### src/rtl/rf_arb_pkg.sv
// rtl/rf_arb_pkg.sv - shared constants and types for the register-file read arbiter
package rf_arb_pkg;

  localparam int DATA_W   = 64;
  localparam int ADDR_W   = 5;
  localparam int ZERO_REG = 31;

  // Largest supported requester count; the id type covers any NUM_REQ up to this.
  localparam int MAX_REQ  = 8;

  typedef enum logic [0:0] {
    ARB    = 1'b0,
    LOCKED = 1'b1
  } arb_state_e;

  typedef logic [$clog2(MAX_REQ)-1:0] id_t;

endpackage

### src/rtl/rr_priority_picker.sv
// rtl/rr_priority_picker.sv - combinational round-robin picker starting after last_grant
module rr_priority_picker
  import rf_arb_pkg::*;
#(
  parameter int NUM_REQ = 4
) (
  input  logic [NUM_REQ-1:0] i_req,
  input  id_t                i_last_grant,
  output logic [NUM_REQ-1:0] o_grant,
  output id_t                o_idx
);

  logic w_found;

  // Search indices above last_grant first, then wrap around to 0..last_grant.
  always_comb begin
    o_grant = '0;
    o_idx   = '0;
    w_found = 1'b0;
    for (int j = 0; j < NUM_REQ; j++) begin
      if (!w_found && (j > int'(i_last_grant)) && i_req[j]) begin
        w_found    = 1'b1;
        o_grant[j] = 1'b1;
        o_idx      = id_t'(j);
      end
    end
    for (int j = 0; j < NUM_REQ; j++) begin
      if (!w_found && (j <= int'(i_last_grant)) && i_req[j]) begin
        w_found    = 1'b1;
        o_grant[j] = 1'b1;
        o_idx      = id_t'(j);
      end
    end
  end

endmodule

### src/rtl/rf_read_arbiter.sv
// rtl/rf_read_arbiter.sv - round-robin arbiter with lock for a shared register-file read port
module rf_read_arbiter #(
  parameter int NUM_REQ = 4,
  parameter int DATA_W  = rf_arb_pkg::DATA_W,
  parameter int ADDR_W  = rf_arb_pkg::ADDR_W
) (
  input  logic                           clk,
  input  logic                           reset,
  input  logic [NUM_REQ-1:0]             req_valid,
  input  logic [NUM_REQ-1:0][ADDR_W-1:0] req_addr,
  input  logic [NUM_REQ-1:0]             req_lock,
  output logic [NUM_REQ-1:0]             req_ready,
  output logic [ADDR_W-1:0]              rf_sel,
  input  logic [DATA_W-1:0]              rf_data,
  output logic [NUM_REQ-1:0]             rsp_valid,
  output logic [DATA_W-1:0]              rsp_data
);

  import rf_arb_pkg::id_t;
  import rf_arb_pkg::arb_state_e;
  import rf_arb_pkg::ARB;
  import rf_arb_pkg::LOCKED;
  import rf_arb_pkg::ZERO_REG;

  arb_state_e          r_state;
  id_t                 r_last_grant;
  logic [ADDR_W-1:0]   r_rf_sel;
  logic [NUM_REQ-1:0]  r_pipe_oh;
  logic [NUM_REQ-1:0]  r_rsp_valid;
  logic [DATA_W-1:0]   r_rsp_data;

  logic [NUM_REQ-1:0]  w_pick_oh;
  id_t                 w_pick_idx;
  logic [NUM_REQ-1:0]  w_owner_oh;
  logic [NUM_REQ-1:0]  w_ready;
  logic                w_hs;
  logic                w_hs_lock;
  id_t                 w_hs_idx;
  logic [ADDR_W-1:0]   w_hs_addr;

  rr_priority_picker #(
    .NUM_REQ      (NUM_REQ)
  ) u_picker (
    .i_req        (req_valid),
    .i_last_grant (r_last_grant),
    .o_grant      (w_pick_oh),
    .o_idx        (w_pick_idx)
  );

  // While locked the owner is always the last grantee, so last_grant doubles as the lock id.
  always_comb begin
    w_owner_oh = '0;
    for (int i = 0; i < NUM_REQ; i++) begin
      w_owner_oh[i] = (id_t'(i) == r_last_grant);
    end
  end

  // Grant: owner only while locked, round-robin pick otherwise; nothing while in reset.
  always_comb begin
    w_ready = '0;
    if (!reset) begin
      if (r_state == LOCKED) begin
        w_ready = req_valid & w_owner_oh;
      end else begin
        w_ready = w_pick_oh;
      end
    end
  end

  // Handshake decode: ready only asserts with valid, so any ready bit is a transfer.
  always_comb begin
    w_hs      = |w_ready;
    w_hs_lock = |(w_ready & req_lock);
    w_hs_idx  = (r_state == LOCKED) ? r_last_grant : w_pick_idx;
    w_hs_addr = '0;
    for (int i = 0; i < NUM_REQ; i++) begin
      if (w_ready[i]) begin
        w_hs_addr = req_addr[i];
      end
    end
  end

  // FSM: a locked handshake holds the port; anything else (incl. owner dropping valid) releases it.
  always_ff @(posedge clk or posedge reset) begin
    if (reset) begin
      r_state <= ARB;
    end else if (w_hs && w_hs_lock) begin
      r_state <= LOCKED;
    end else begin
      r_state <= ARB;
    end
  end

  // Grant bookkeeping and the registered mux select, which holds when idle.
  always_ff @(posedge clk or posedge reset) begin
    if (reset) begin
      r_last_grant <= id_t'(NUM_REQ - 1);
      r_rf_sel     <= '0;
    end else if (w_hs) begin
      r_last_grant <= w_hs_idx;
      r_rf_sel     <= w_hs_addr;
    end
  end

  // Response pipe: the grant vector rides one cycle alongside the select, then strobes out.
  always_ff @(posedge clk or posedge reset) begin
    if (reset) begin
      r_pipe_oh   <= '0;
      r_rsp_valid <= '0;
      r_rsp_data  <= '0;
    end else begin
      r_pipe_oh   <= w_ready;
      r_rsp_valid <= r_pipe_oh;
      if (|r_pipe_oh) begin
        r_rsp_data <= (r_rf_sel == ADDR_W'(ZERO_REG)) ? '0 : rf_data;
      end
    end
  end

  assign req_ready = w_ready;
  assign rf_sel    = r_rf_sel;
  assign rsp_valid = r_rsp_valid;
  assign rsp_data  = r_rsp_data;

endmodule

### config.mk
export PLATFORM = sky130hd
export DESIGN_NAME = rf_read_arbiter
export DESIGN_NICKNAME = d
export VERILOG_FILES = /design/src/rtl/rf_arb_pkg.sv /design/src/rtl/rr_priority_picker.sv /design/src/rtl/rf_read_arbiter.sv
export SDC_FILE = /design/constraint.sdc
export NUM_CORES = 1
export LEC_CHECK = 0
export ABC_AREA = 1
export CORE_MARGIN = 4
export CORE_UTILIZATION = 41
export CTS_CLUSTER_SIZE = 40
export DETAILED_ROUTE_END_ITERATION = 10
export PLACE_DENSITY = 0.79
export SETUP_SLACK_MARGIN = 0.4
export SLEW_MARGIN = 10
export SYNTH_ARGS = -nofsm -noshare
export SYNTH_HDL_FRONTEND = slang
export SYNTH_SLANG_ARGS = --single-unit
### constraint.sdc
create_clock -name clk -period 3.1 [get_ports clk]
set_input_delay 0.62 -clock clk [delete_from_list [all_inputs] [get_ports clk]]
set_output_delay 0.62 -clock clk [all_outputs]
set_load 0.05 [all_outputs]
==> results of run 1 <==
per-layer routing:
metal	GRT usage	vias up	wire length, um	share of wire
li1	-	1706	-	-
met1	0.283	1664	4620	0.43
met2	0.337	144	5180	0.48
met3	0.0547	14	848	0.078
met4	0.0818	0	194	0.018
met5	0	-	0	0
cell families (layout without fill, tap and decap cells):
group / Yosys count / in the layout / share of synthesized area
AO/OA/AOI/OAI: 75 / 75 / 0.109
buffers and inverters: 39 / 206 / 0.0412
flip-flops: 80 / 80 / 0.564
AND/OR/NAND/NOR: 213 / 213 / 0.286
power breakdown:
group,internal (uW),switching (uW)
Combinational,1450,3090
Sequential,1570,323
Clock,458,378
Total,3480,3790
registers in the layout (all words and copies together) (netlist names):
signal and count:
rsp_data 64, rf_sel 5, r_pipe_oh 4, rsp_valid 4, r_last_grant 2, r_state 1
repair_timing:
action / CTS / global route
pin swaps: 0 / 1
resized for setup: 3 / 2
hold buffers: 0 / 0
setup buffers: 0 / 1
endpoints found under the setup margin: 3 / 3
area by class of cell:
class,instances,area (um^2)
Clock buffer,10,128
Clock inverter,6,92.6
Fill cell,669,2690
Inverter,13,52.6
Multi-Input combinational cell,288,1440
Sequential cell,80,2000
Tap cell,105,131
Timing Repair Buffer,177,1810
Yosys cell counts, drive strengths merged:
cell	instances	share of area
buf	7	0.0074
o21ai	65	0.092
nand3b	1	0.0056
nor3	1	0.0014
inv	13	0.014
a21oi	10	0.017
nand3	92	0.14
nand2	102	0.12
dfstp	2	0.015
nor2	12	0.016
dfrtp	78	0.55
clkbuf	19	0.020
nand4	5	0.0088
path summary, 6_finish.rpt:
path	from	end	slack, ns	depth (start not counted)
worst max-delay path	req_valid[2]	req_ready[1]	0.46	9
worst min-delay path	r_pipe_oh[0]	rsp_valid[0]	0.44	0
worst max register to register	rf_sel[3]	rsp_data[1]	1.38	4
worst min register to register	r_pipe_oh[0]	rsp_valid[0]	0.44	0
max in group asynchronous	reset	r_last_grant[0]	1.54	3
min in group asynchronous	reset	r_pipe_oh[1]	0.85	2
metrics by stage:
stage	util	setup slack, ns	area, um^2	total power, uW
after floorplan	-	0.432	3550	4850
after CTS	0.676	0.402	5640	7320
after global placement	0.649	0.371	5410	6360
final	0.677	0.457	5650	7270
after detailed placement	0.649	0.324	5410	6450
after global routing	0.677	0.403	5650	7690
critical path, cell delays in order:
cell	delay (ns)
clkdlybuf4s50_1	0.54
inv_1	0.05
nor2_1	0.15
a21oi_1	0.07
nand4_1	0.13
nand3_2	0.11
nand2_2	0.10
inv_1	0.09
buf_12	0.16
==> impl_metrics.tcl, run 1 <==
set metrics [dict create \
    antenna_found_initial 0 \
    insertion_delay_ns 0.35 \
    fin_crit_ns 2.64 \
    cts_tree "done" \
    synth_cells 407 \
    area_growth_pct 59.1 \
    start_kind "primary input" \
    cts.clk_slew.worst_paths_ns 0.08 \
    die_x_um 101 \
    syn_avg_cell_area_um2 8.73 \
    place_inst 662 \
    die_area_um2 10200 \
    row_count 33 \
    ant_nets 0 \
    ys_seq_area_frac 0.564 \
    grt_usage 0.213 \
    crit_type "in -> out" \
    num_vias 3528 \
    pin_count 171 \
    finalCritPeriodShare 0.853 \
    syn_nets 501 \
    firstDrtPassIters 4 \
    yosys_warnings 0 \
    critical_path_arrival_ns 2.02 \
    gp_congestion 0.838 \
    cp_data_required_time_ns 2.48 \
    power_density_nw_per_um2 1290 \
    holdWs_ns 0.437 \
    hold_violations 0 \
    rsz0062_at_grt "no" \
    dieHeight_um 101 \
    cts_buffers 9 \
    grt_pass1_wl_um 17400 \
    nNetsFinal 663 \
    path_max_fanout 4 \
    clkSinkCount 80 \
    fin_cells 679 \
    grt-ovfl-total 0 \
    mostFrequentLayoutCell "clkdlybuf4s50_1" \
    io_buffers 170 \
    relSlewSlack 0.549 \
    fmax_mhz 378 \
    outcome "complete, no violations" \
    cts_max_path_buffers 2 \
    cts_max_level 3 \
    wl_per_cell_um 16.0 \
    tightest_slew_ns 0.677 \
    insertedDiodeCount 0 \
    fin_setup_tns_ns 0 \
    drive_gt1_frac 0.0941 \
    ys_ff_latch 80 \
    core_area_um2 8340 \
    initial_core_util 0.426 \
    dp_hpwl_um 7730 \
    drc 0 \
    final_max_slew_viol_count 0 \
    drt_iter0_drc 157 \
    fin_skew_ns 0.00770 \
    yosysUniqueCellTypes 22 \
    hold_class "reg -> reg" \
    avgViaCountPerCell 5.20 \
    drt-total-wl_um 10800 \
    grt_pass1_vias 3568 \
    p_leak_uw 0.00246 \
    root_buffer "clkbuf_8" \
    maxCapViolCount 0 \
    final_cell_mix "clkdlybuf4s50_1, nand2_1, nand3_1" \
    end_kind "output pin" \
    setup_viol 0 \
    syn-cell-area_um2 3550 \
    ir_drop_mv 0.711 \
    grt_max_degree 65 \
]
Note: power is estimated with default switching activity, not from simulation.
==> run 2: changes to the inputs <==
- CORE_ASPECT_RATIO: unset -> 0.7
==> run 2 against run 1 <==
Against the previous run:
- critical path depth did not move
- largest cell class unchanged
- clock skew up 0.0015 ns
- highest routed layer unchanged
- non-clock buffer count rose by 1
- sequential share of layout area is 1.1 points lower
- largest power group unchanged
==> impl_metrics.tcl, run 2 (synthesis gave the netlist of run 1 again) <==
set metrics [dict create \
    outcome "complete, no violations" \
    pin_count 171 \
    tightest_slew_ns 0.665 \
    die_x_um 119 \
    cts_max_path_buffers 2 \
    critical_path_arrival_ns 1.93 \
    drt_iter0_drc 288 \
    ant_nets 0 \
    rsz0062_at_grt "no" \
    finalCritPeriodShare 0.823 \
    hold_depth 0 \
    crit_path_start "r_last_grant[0]" \
    gr-usage-met3 0.0725 \
    crit_type "reg -> out" \
    crit_path_frequent_cell "nand2_2" \
    cts.clk_slew.worst_paths_ns 0.06 \
    r2r-start "r_last_grant[0]" \
    fin_skew_ns 0.00921 \
    grt_busiest_layer "met2" \
    cts_max_level 3 \
    met1_usage 0.294 \
    nFillCells 669 \
    die_area_um2 10200 \
    core_area_um2 8440 \
    grt_max_degree 65 \
    insertion_delay_ns 0.33 \
    use_met2 0.337 \
    drc 0 \
    mostFrequentLayoutCell "clkdlybuf4s50_1" \
    r2r_slack_ns 1.34 \
    io_buffers 170 \
    fin_setup_tns_ns 0 \
    cpPeakStageDelay_ns 0.61 \
    crit_chain "nand2_1 -> nand2_2 -> nand3_4 -> nor2_4 -> nand3_2 -> nand2_2 -> nand2_2 -> clkinv_4 -> buf_12" \
    path_max_fanout 8 \
    avgViaCountPerCell 5.12 \
    num_vias 3555 \
    p_leak_uw 0.00256 \
    antenna_found_initial 0 \
    final_cell_mix "clkdlybuf4s50_1, nand2_1, nand3_1" \
    cp.depth 9 \
    start_kind "flop" \
    hold_path.startpoint "r_pipe_oh[2]" \
    cts_buffers 9 \
    insertedDiodeCount 0 \
    dp_hpwl_um 7740 \
    initial_core_util 0.421 \
    drive_gt1_frac 0.0958 \
    grt_pass1_wl_um 17900 \
    cp_data_required_time_ns 2.48 \
    hold_class "reg -> reg" \
    postCtsHoldBufs 0 \
    hold_violations 0 \
    grt-ovfl-total 0 \
    setup_slack_ns 0.549 \
    drt-total-wl_um 11100 \
    end_kind "output pin" \
    power_density_nw_per_um2 1330 \
    maxCapViolCount 0 \
    area_growth_pct 63.9 \
    relSlewSlack 0.557 \
    setup_viol 0 \
    fmax_mhz 392 \
    cts_tree "done" \
    critPathTopFamily "simple AND/OR/NAND/NOR gates" \
    final_max_slew_viol_count 0 \
    grt_pass1_vias 3621 \
    clkSinkCount 80 \
    wl_per_cell_um 16.0 \
    root_buffer "clkbuf_16" \
    nNetsFinal 664 \
    firstDrtPassIters 4 \
    ff2ff_path_depth 12 \
    pre_cts_slack_ns 0.375 \
    crit_slowest_cell "dfstp_2" \
    critPathBufInv 2 \
    fin_crit_ns 2.55 \
    grt_usage 0.216 \
    gp_congestion 0.866 \
    dieHeight_um 85.9 \
    largest_reg_flops 64 \
    row_count 28 \
    ir_drop_mv 0.696 \
]
## run 2: cell type report
cell class	count	area, um^2	area share
Timing Repair Buffer	178	1820	0.313
Tap cell	120	150	0.0258
Clock buffer	10	229	0.0393
Multi-Input combinational cell	288	1430	0.246
Sequential cell	80	2000	0.344
Clock inverter	5	129	0.0221
Inverter	13	55.1	0.00945
## run 2: worst reg2reg max path, delay by kind of cell (launching register included)
family,cells,cell delay (ns)
AND/OR/NAND/NOR,11,1.02
flip-flops,1,0.61
buffers and inverters,1,0.07
## run 2: worst paths after layout
path                                   end
min reg2reg                   rsp_valid[2]
max reg2reg                r_last_grant[0]
min in group asynchronous     r_pipe_oh[1]
max in group asynchronous  r_last_grant[0]
max                           req_ready[3]
min                           rsp_valid[2]
## run 2: power breakdown
group / leakage (uW) / switching [uW] / total [uW] / internal (uW)
Sequential: 0.000980 / 330 / 1910 / 1580
Combinational: 0.00141 / 3090 / 4550 / 1450
Clock: 0.000173 / 410 / 1280 / 867
Total: 0.00256 / 3830 / 7730 / 3900
## run 2: per-layer routing
metal | vias up | wire, um
li1 | 1703 | -
met1 | 1683 | 4940
met2 | 160 | 5090
met3 | 9 | 961
met4 | 0 | 78
met5 | - | 0
## run 2: repair_timing
item,in CTS,in global routing
buffers inserted,1,0
cloned,0,0
pin swaps,0,1
setup endpoints to repair,3,3
hold endpoints to repair,0,0
resized for setup,2,6
## run 2: through the flow
step / instance area (um^2) / total power [uW] / util / instances / hold slack (ns)
2_1_floorplan: 3550 / 4850 / - / 407 / 0.354
3_3_place_gp: 5440 / 6360 / 0.644 / 678 / 0.424
3_5_place_dp: 5440 / 6460 / 0.644 / 678 / 0.424
4_1_cts: 5810 / 7790 / 0.688 / 694 / 0.438
5_1_grt: 5820 / 8160 / 0.690 / 694 / 0.454
6_report: 5820 / 7730 / 0.690 / 694 / 0.433
==> run 3: changes to the inputs <==
- clock period: 3.1 -> 2.6 ns (I/O delays scaled with it)
==> run 3 against run 2 <==
Against the previous run:
- combinational power increased by 25%
- global-route usage up 0.91 points
- flip-flop and latch count stayed put
- critical endpoint is now req_ready[1]
- highest routed layer unchanged
- critical path type unchanged
==> impl_metrics.tcl, run 3 (synthesis gave the netlist of run 1 again) <==
set metrics [dict create \
    crit_chain "buf_6 -> nor2_4 -> a21oi_1 -> nand4_1 -> nand3_2 -> nand2_4 -> inv_4 -> buf_12" \
    finalCritPeriodShare 0.935 \
    row_count 28 \
    cts.clk_slew.worst_paths_ns 0.06 \
    core_area_um2 8440 \
    avgViaCountPerCell 5.20 \
    cp_data_required_time_ns 2.08 \
    ir_drop_mv 0.936 \
    mostFrequentLayoutCell "clkdlybuf4s50_1" \
    die_area_um2 10200 \
    grt_max_degree 65 \
    ant_nets 0 \
    crit_slowest_cell "dfstp_2" \
    cts_max_path_buffers 2 \
    tightest_slew_ns 0.677 \
    multi_input_area_um2 1500 \
    clkSinkCount 80 \
    io_buffers 170 \
    outcome "complete, no violations" \
    nNetsFinal 686 \
    num_vias 3726 \
    fin_skew_ns 0.00869 \
    cts_buffers 9 \
    design_area_um2 6030 \
    root_buffer "clkbuf_16" \
    post_dp_cell_area_um2 5480 \
    setup_viol 0 \
    fin_cells 716 \
    final_max_slew_viol_count 0 \
    hold_violations 0 \
    fin_crit_ns 2.43 \
    initial_core_util 0.421 \
    dp_hpwl_um 7920 \
    drive_gt1_frac 0.143 \
    die_x_um 119 \
    final_core_util 0.715 \
    start_kind "flop" \
    drc 0 \
    cts_max_level 3 \
    fmax_mhz 412 \
    drt_iter0_drc 266 \
    p_leak_uw 0.00265 \
    end_kind "output pin" \
    maxCapViolCount 0 \
    gp_congestion 0.832 \
    insertion_delay_ns 0.33 \
    cpPeakStageDelay_ns 0.65 \
    insertedDiodeCount 0 \
    place_inst 680 \
    area_growth_pct 69.8 \
    grt_usage 0.225 \
    grt-ovfl-total 0 \
    grt_pass1_vias 3626 \
    rsz0062_at_grt "yes" \
    largest_reg_flops 64 \
    grt_pass1_wl_um 18800 \
    crit_type "reg -> out" \
    ff_latch_area_um2 2000 \
    relSlewSlack 0.549 \
    dieHeight_um 85.9 \
    wl_per_cell_um 16.6 \
    pin_count 171 \
    power_density_nw_per_um2 1540 \
    path_max_fanout 6 \
    cts_tree "done" \
    nFillCells 656 \
    critPathTopFamily "flip-flops" \
    fin_setup_tns_ns 0 \
    finalPower_uw 9320 \
    antenna_found_initial 0 \
    firstDrtPassIters 5 \
    drt-total-wl_um 11900 \
    critPathBufInv 3 \
    hold_class "reg -> reg" \
    critical_path_arrival_ns 1.91 \
    final_cell_mix "clkdlybuf4s50_1, nand2_1, nand3_1" \
]
-- run 3: cell types whose count changed in the layout (fill, tap and decap cells not counted), sizes merged, moves of 2 or more --
cell,delta
dlygate4sd2,+2
clkinvlp,+2
dlymetal6s2s,-2
bufinv,-2
buf,+22
-- run 3: worst paths after layout --
| check | startpoint | to | slack, ns | cells past startpoint |
|---|---|---|---|---|
| min | r_pipe_oh[2] | rsp_valid[2] | 0.44 | 0 |
| min reg2reg | r_pipe_oh[2] | rsp_valid[2] | 0.44 | 0 |
| min in group asynchronous | reset | rsp_valid[2] | 0.78 | 2 |
| max | r_last_grant[1] | req_ready[1] | 0.17 | 8 |
| max in group asynchronous | reset | r_last_grant[1] | 1.20 | 3 |
| max reg2reg | r_last_grant[1] | r_last_grant[1] | 0.43 | 13 |
-- run 3: where the power goes --
group	switching [uW]	leakage, uW	internal (uW)
registers	415	0.000980	1880
clock network	485	0.000149	837
logic	3800	0.00153	1900
total	4700	0.00265	4620
-- run 3: per-layer routing --
metal / vias up / share of wire / GRT usage
li1: 1748 / - / -
met3: 16 / 0.083 / 0.0705
met5: - / 0 / 0
met1: 1772 / 0.44 / 0.320
met2: 190 / 0.47 / 0.341
met4: 0 / 0.013 / 0.0463
-- run 3: area by class of cell --
| cell class | count | area share |
|---|---|---|
| Sequential cell | 80 | 0.332 |
| Tap cell | 120 | 0.0249 |
| Timing Repair Buffer | 200 | 0.333 |
| Inverter | 13 | 0.0104 |
| Clock buffer | 10 | 0.0380 |
| Clock inverter | 5 | 0.0135 |
| Multi-Input combinational cell | 288 | 0.248 |
-- run 3: metrics by stage --
step           setup slack (ns)  hold WS, ns
2_1_floorplan             0.571        0.354
3_3_place_gp              0.148        0.431
3_5_place_dp             0.0241        0.430
4_1_cts                   0.232        0.439
5_1_grt                  0.0881        0.458
6_report                  0.170        0.440
-- run 3: repair_timing --
item                                    in CTS  in global routing
hold buffers                                 0                  0
buffers inserted                            14                  7
gates resized for setup                     16                 12
pin swaps                                    6                  8
endpoints found under the setup margin       4                  4
==> patch 1: new RTL, flow settings as in run 1 <==
`NUM_REQ` is set to 4 in 2 places; all go to 2.
--- a/src/rtl/rr_priority_picker.sv
+++ b/src/rtl/rr_priority_picker.sv
@@ -3,5 +3,5 @@
   import rf_arb_pkg::*;
 #(
-  parameter int NUM_REQ = 4
+  parameter int NUM_REQ = 2
 ) (
   input  logic [NUM_REQ-1:0] i_req,
--- a/src/rtl/rf_read_arbiter.sv
+++ b/src/rtl/rf_read_arbiter.sv
@@ -1,5 +1,5 @@
 // rtl/rf_read_arbiter.sv - round-robin arbiter with lock for a shared register-file read port
 module rf_read_arbiter #(
-  parameter int NUM_REQ = 4,
+  parameter int NUM_REQ = 2,
   parameter int DATA_W  = rf_arb_pkg::DATA_W,
   parameter int ADDR_W  = rf_arb_pkg::ADDR_W
Ports: changed (5 resized); port bits go from 171 to 153. The function was not compared with the original's and may differ.
==> patch 1 against run 1 <==
- first-iteration DRC count down 49%
- core utilization is 8.2 points lower
- worst setup slack better by 0.23 ns
- clock power fell by 0.7%
- clock skew is 0.0036 ns higher
- cell area fell by 3.1%
- combinational power fell by 50%
- sequential cell count decreased by 5
- maximum frequency is 9.8% higher
- global-route usage shrank 4.9 points
- total power fell by 38%
- via count down 19%
- area after synthesis grew 8.5%
- wire length down 19%
==> patch 1: results <==
[setup_path]
r2r_start = "rf_sel[2]"
cp.arrival_ns = 1.79
crit_fanout = 6
r2r_end = "rsp_data[5]"

[logic_synthesis]
syn-num-nets = 426
synthTopCellsByArea = "dfrtp_1 (48%), nand3_2 (16%), o21ai_2 (15%)"
synth_common_cells = "dfrtp_1 (74), inv_1 (74), o21ai_2 (64), nand3_2 (60), nand2_1 (31)"
ys_types = 17

[hold_path]
hp-start = "r_pipe_oh[1]"

[pwr]
switchingPower_w = 0.002009
peakVddDrop_uv = 488.5
static-leakage-power_nw = 2.452

[clocking]
cts_resized = 0
clockBufferDepth = 2
clock_latency_ns = 0.33

[placement]
port_buffers = 152
dp_slack_ns = 0.7054
post-dp-hpwl_um = 6427
postPlaceCellArea_sq_um = 5258

[timing]
clock-skew-final_ns = 0.01126
worst_pin_slew_ns = 1.114

[global_routing]
grt_pass1_wl_um = 14780
grt_pass1_vias = 3031

[drt]
vias = 2850
drt-total-wl_um = 8821

[run_status]
status = "finished clean"

[final_layout]
fin_nets = 572
drive_above_1_share_pct = 30.99
## patch 1: cell count changes after synthesis, sizes merged, moves of 10 or more
cell,before,now
a21oi,10,0
nor2,12,2
nand2,102,32
inv,13,77
clkbuf,19,0
buf,7,21
nand3,92,72
## patch 1: how the worst max path moves through the flow
stage,start,end,slack (ns),depth (start not counted)
floorplan,reset,r_last_grant[0],0.44,3
global placement,req_valid[0],req_ready[0],0.76,6
detailed placement,req_valid[0],req_ready[0],0.71,6
CTS,req_valid[0],req_ready[0],0.70,6
global route,req_valid[0],req_ready[0],0.58,6
finish,req_valid[0],req_ready[0],0.69,6
## patch 1: worst reg2reg max path, delay by kind of cell, from the launching register on
kind            cells  cell delay [ns]
simple gates        3             1.41
flops               1             0.39
compound gates      1             0.10
## patch 1: routing by layer
metal / routed length, um / up-vias / GRT usage (%)
met5: 0 / - / 0
met4: 124 / 0 / 5.436
met3: 724 / 11 / 4.818
met2: 4240 / 103 / 26.49
met1: 3732 / 1356 / 21.27
li1: - / 1380 / -
## patch 1: area by class of cell
cell class	count	area (sq um)
well taps	111	138.9
clock inverters	5	77.57
inverters	77	290.3
flip-flops and latches	75	1878
repair buffers	156	1559
multi-input cells	173	1391
clock buffers	11	141.4
fillers	777	3720
## patch 1: logic make-up (layout without fill, tap and decap cells)
family	count (synthesis)	in the layout	synth area share (%)
simple gates	108	108	21.33
buf+inv	98	249	15.16
flops	75	75	48.73
compound gates	65	65	14.77
## patch 1: through the flow
| stage | cells | hold slack [ns] |
|---|---|---|
| floorplan | 346 | 0.3550 |
| global placement | 592 | 0.3622 |
| detailed placement | 592 | 0.3630 |
| CTS | 608 | 0.3819 |
| global route | 608 | 0.4015 |
| finish | 608 | 0.3788 |
## patch 1: power by group through the flow
stage	Sequential, W	Combinational (W)	Clock (W)
after global placement	0.00142	0.00226	0
final	0.00141	0.00227	0.000830
after floorplan	0.00234	0.000676	0
after detailed placement	0.00143	0.00229	0
after CTS	0.00141	0.00230	0.000854
after global routing	0.00145	0.00239	0.000897
==> patch 2: new RTL, flow settings as in run 1 <==
Without the edit above. Reset style: synchronous (`reset`), changed in 3 clocked blocks.
--- a/src/rtl/rf_read_arbiter.sv
+++ b/src/rtl/rf_read_arbiter.sv
@@ -82,5 +82,5 @@
 
   // FSM: a locked handshake holds the port; anything else (incl. owner dropping valid) releases it.
-  always_ff @(posedge clk or posedge reset) begin
+  always_ff @(posedge clk) begin
     if (reset) begin
       r_state <= ARB;
@@ -93,5 +93,5 @@
 
   // Grant bookkeeping and the registered mux select, which holds when idle.
-  always_ff @(posedge clk or posedge reset) begin
+  always_ff @(posedge clk) begin
     if (reset) begin
       r_last_grant <= id_t'(NUM_REQ - 1);
@@ -104,5 +104,5 @@
 
   // Response pipe: the grant vector rides one cycle alongside the select, then strobes out.
-  always_ff @(posedge clk or posedge reset) begin
+  always_ff @(posedge clk) begin
     if (reset) begin
       r_pipe_oh   <= '0;
Behaviour: differs if reset is asserted again (counterexample within 4 cycles, from zero or initial values and one cycle with reset high); with reset held inactive, the same outputs for 10 cycles.
==> patch 2 against run 1 <==
- sequential share of layout area is 5.8 points lower
- wire length is 5.6% lower
- via count is 2.0% higher
- sequential power is 12% lower
- worst setup slack better by 0.025 ns
- area after synthesis is 7.5% lower
- cell area is 4.6% lower
- sequential cell count stayed put
- cell count is 5.3% higher
- global-route usage is 0.81 points lower
- count of clock-buffer cells in the layout is 1 lower
- worst hold slack worse by 0.0077 ns
- total power is 13% lower
- first-iteration DRC count is 7.6% higher
- largest cell class is now non-clock buffers
==> patch 2: results <==
[pwr]
static-leakage-power_nw = 2.386
peakVddDrop_uv = 799.7

[logic_synthesis]
synth_ff_type = "dfxtp_1"
seq_area_frac_synth_pct = 48.76
synth_compound_area_share_pct = 20.57
syn-num-nets = 539
ys_types = 21
synth-async-reset-ratio_pct = 0

[setup_path]
r2r_end = "rsp_data[41]"
r2r_slack_ns = 1.17
r2r_start = "r_pipe_oh[0]"
rr_worst_depth = 5
cp.arrival_ns = 2.00
crit_fanout = 9

[placement]
dp_slack_ns = 0.2299

[global_routing]
globalRouteTotalUtil_pct = 20.53
grt_pass1_vias = 3375
grt_pass1_wl_um = 16330

[drt]
drtIter0Drc = 169
post_drt_wl_per_cell_um = 14.32
viasPerCell = 5.035

[hold_path]
holdPathStages = 2
hp-start = "r_pipe_oh[1]"

[timing]
worst_hold_slack_ns = 0.4298
fin_crit_ns = 2.618
slew-limit-headroom_pct = 41.63

[final_layout]
drive_above_1_share_pct = 8.483
fin_nets = 704

[run_status]
status = "finished clean"
patch 2: cell type report:
cell class	instances	area, sq um
Fill cell	638	2379
Timing Repair Buffer	182	1848
Sequential cell	80	1602
Multi-Input combinational cell	309	1494
Tap cell	102	127.6
Clock buffer	9	123.9
Inverter	28	110.1
Clock inverter	5	83.83
patch 2: how the worst max path moves through the flow:
stage                 start           end
4_1_cts        req_valid[2]  req_ready[1]
3_5_place_dp   req_valid[1]  req_ready[3]
2_1_floorplan         reset  req_ready[1]
6_report              reset  req_ready[1]
5_1_grt               reset  req_ready[1]
3_3_place_gp   req_valid[1]  req_ready[3]
patch 2: critical path: stages:
cell and delay (ns):
clkdlybuf4s50_1 0.57, a21oi_1 0.25, buf_4 0.21, nand2_8 0.08, inv_1 0.12, buf_12 0.14
patch 2: repair_timing:
action	in CTS	in global routing
gates resized for setup	4	8
buffers inserted	1	1
pin swaps	1	3
endpoints found under the setup margin	2	3
endpoints found under the hold margin	0	0
patch 2: per-stage QoR:
stage | std cells | utilization, % | instance area [sq um] | total power [W]
6_report | 715 | 69.38 | 5389 | 0.006299
5_1_grt | 715 | 69.38 | 5389 | 0.006645
4_1_cts | 714 | 68.96 | 5356 | 0.006312
3_5_place_dp | 699 | 66.06 | 5131 | 0.005473
3_3_place_gp | 699 | 66.06 | 5131 | 0.005387
2_1_floorplan | 445 | - | 3284 | 0.004142
patch 2: power by group:
group	switching [W]	total, W	internal (W)	leakage (nW)
logic	0.00255	0.00381	0.00126	1.62
clock network	0.000362	0.000808	0.000446	0.0974
registers	0.000215	0.00168	0.00147	0.664
total	0.00313	0.00630	0.00317	2.39
patch 2: layer usage:
metal	routed length, um	GRT usage [%]
met1	4168	23.41
met2	5068	36.48
met3	721	5.169
met4	282	8.200
met5	0	0
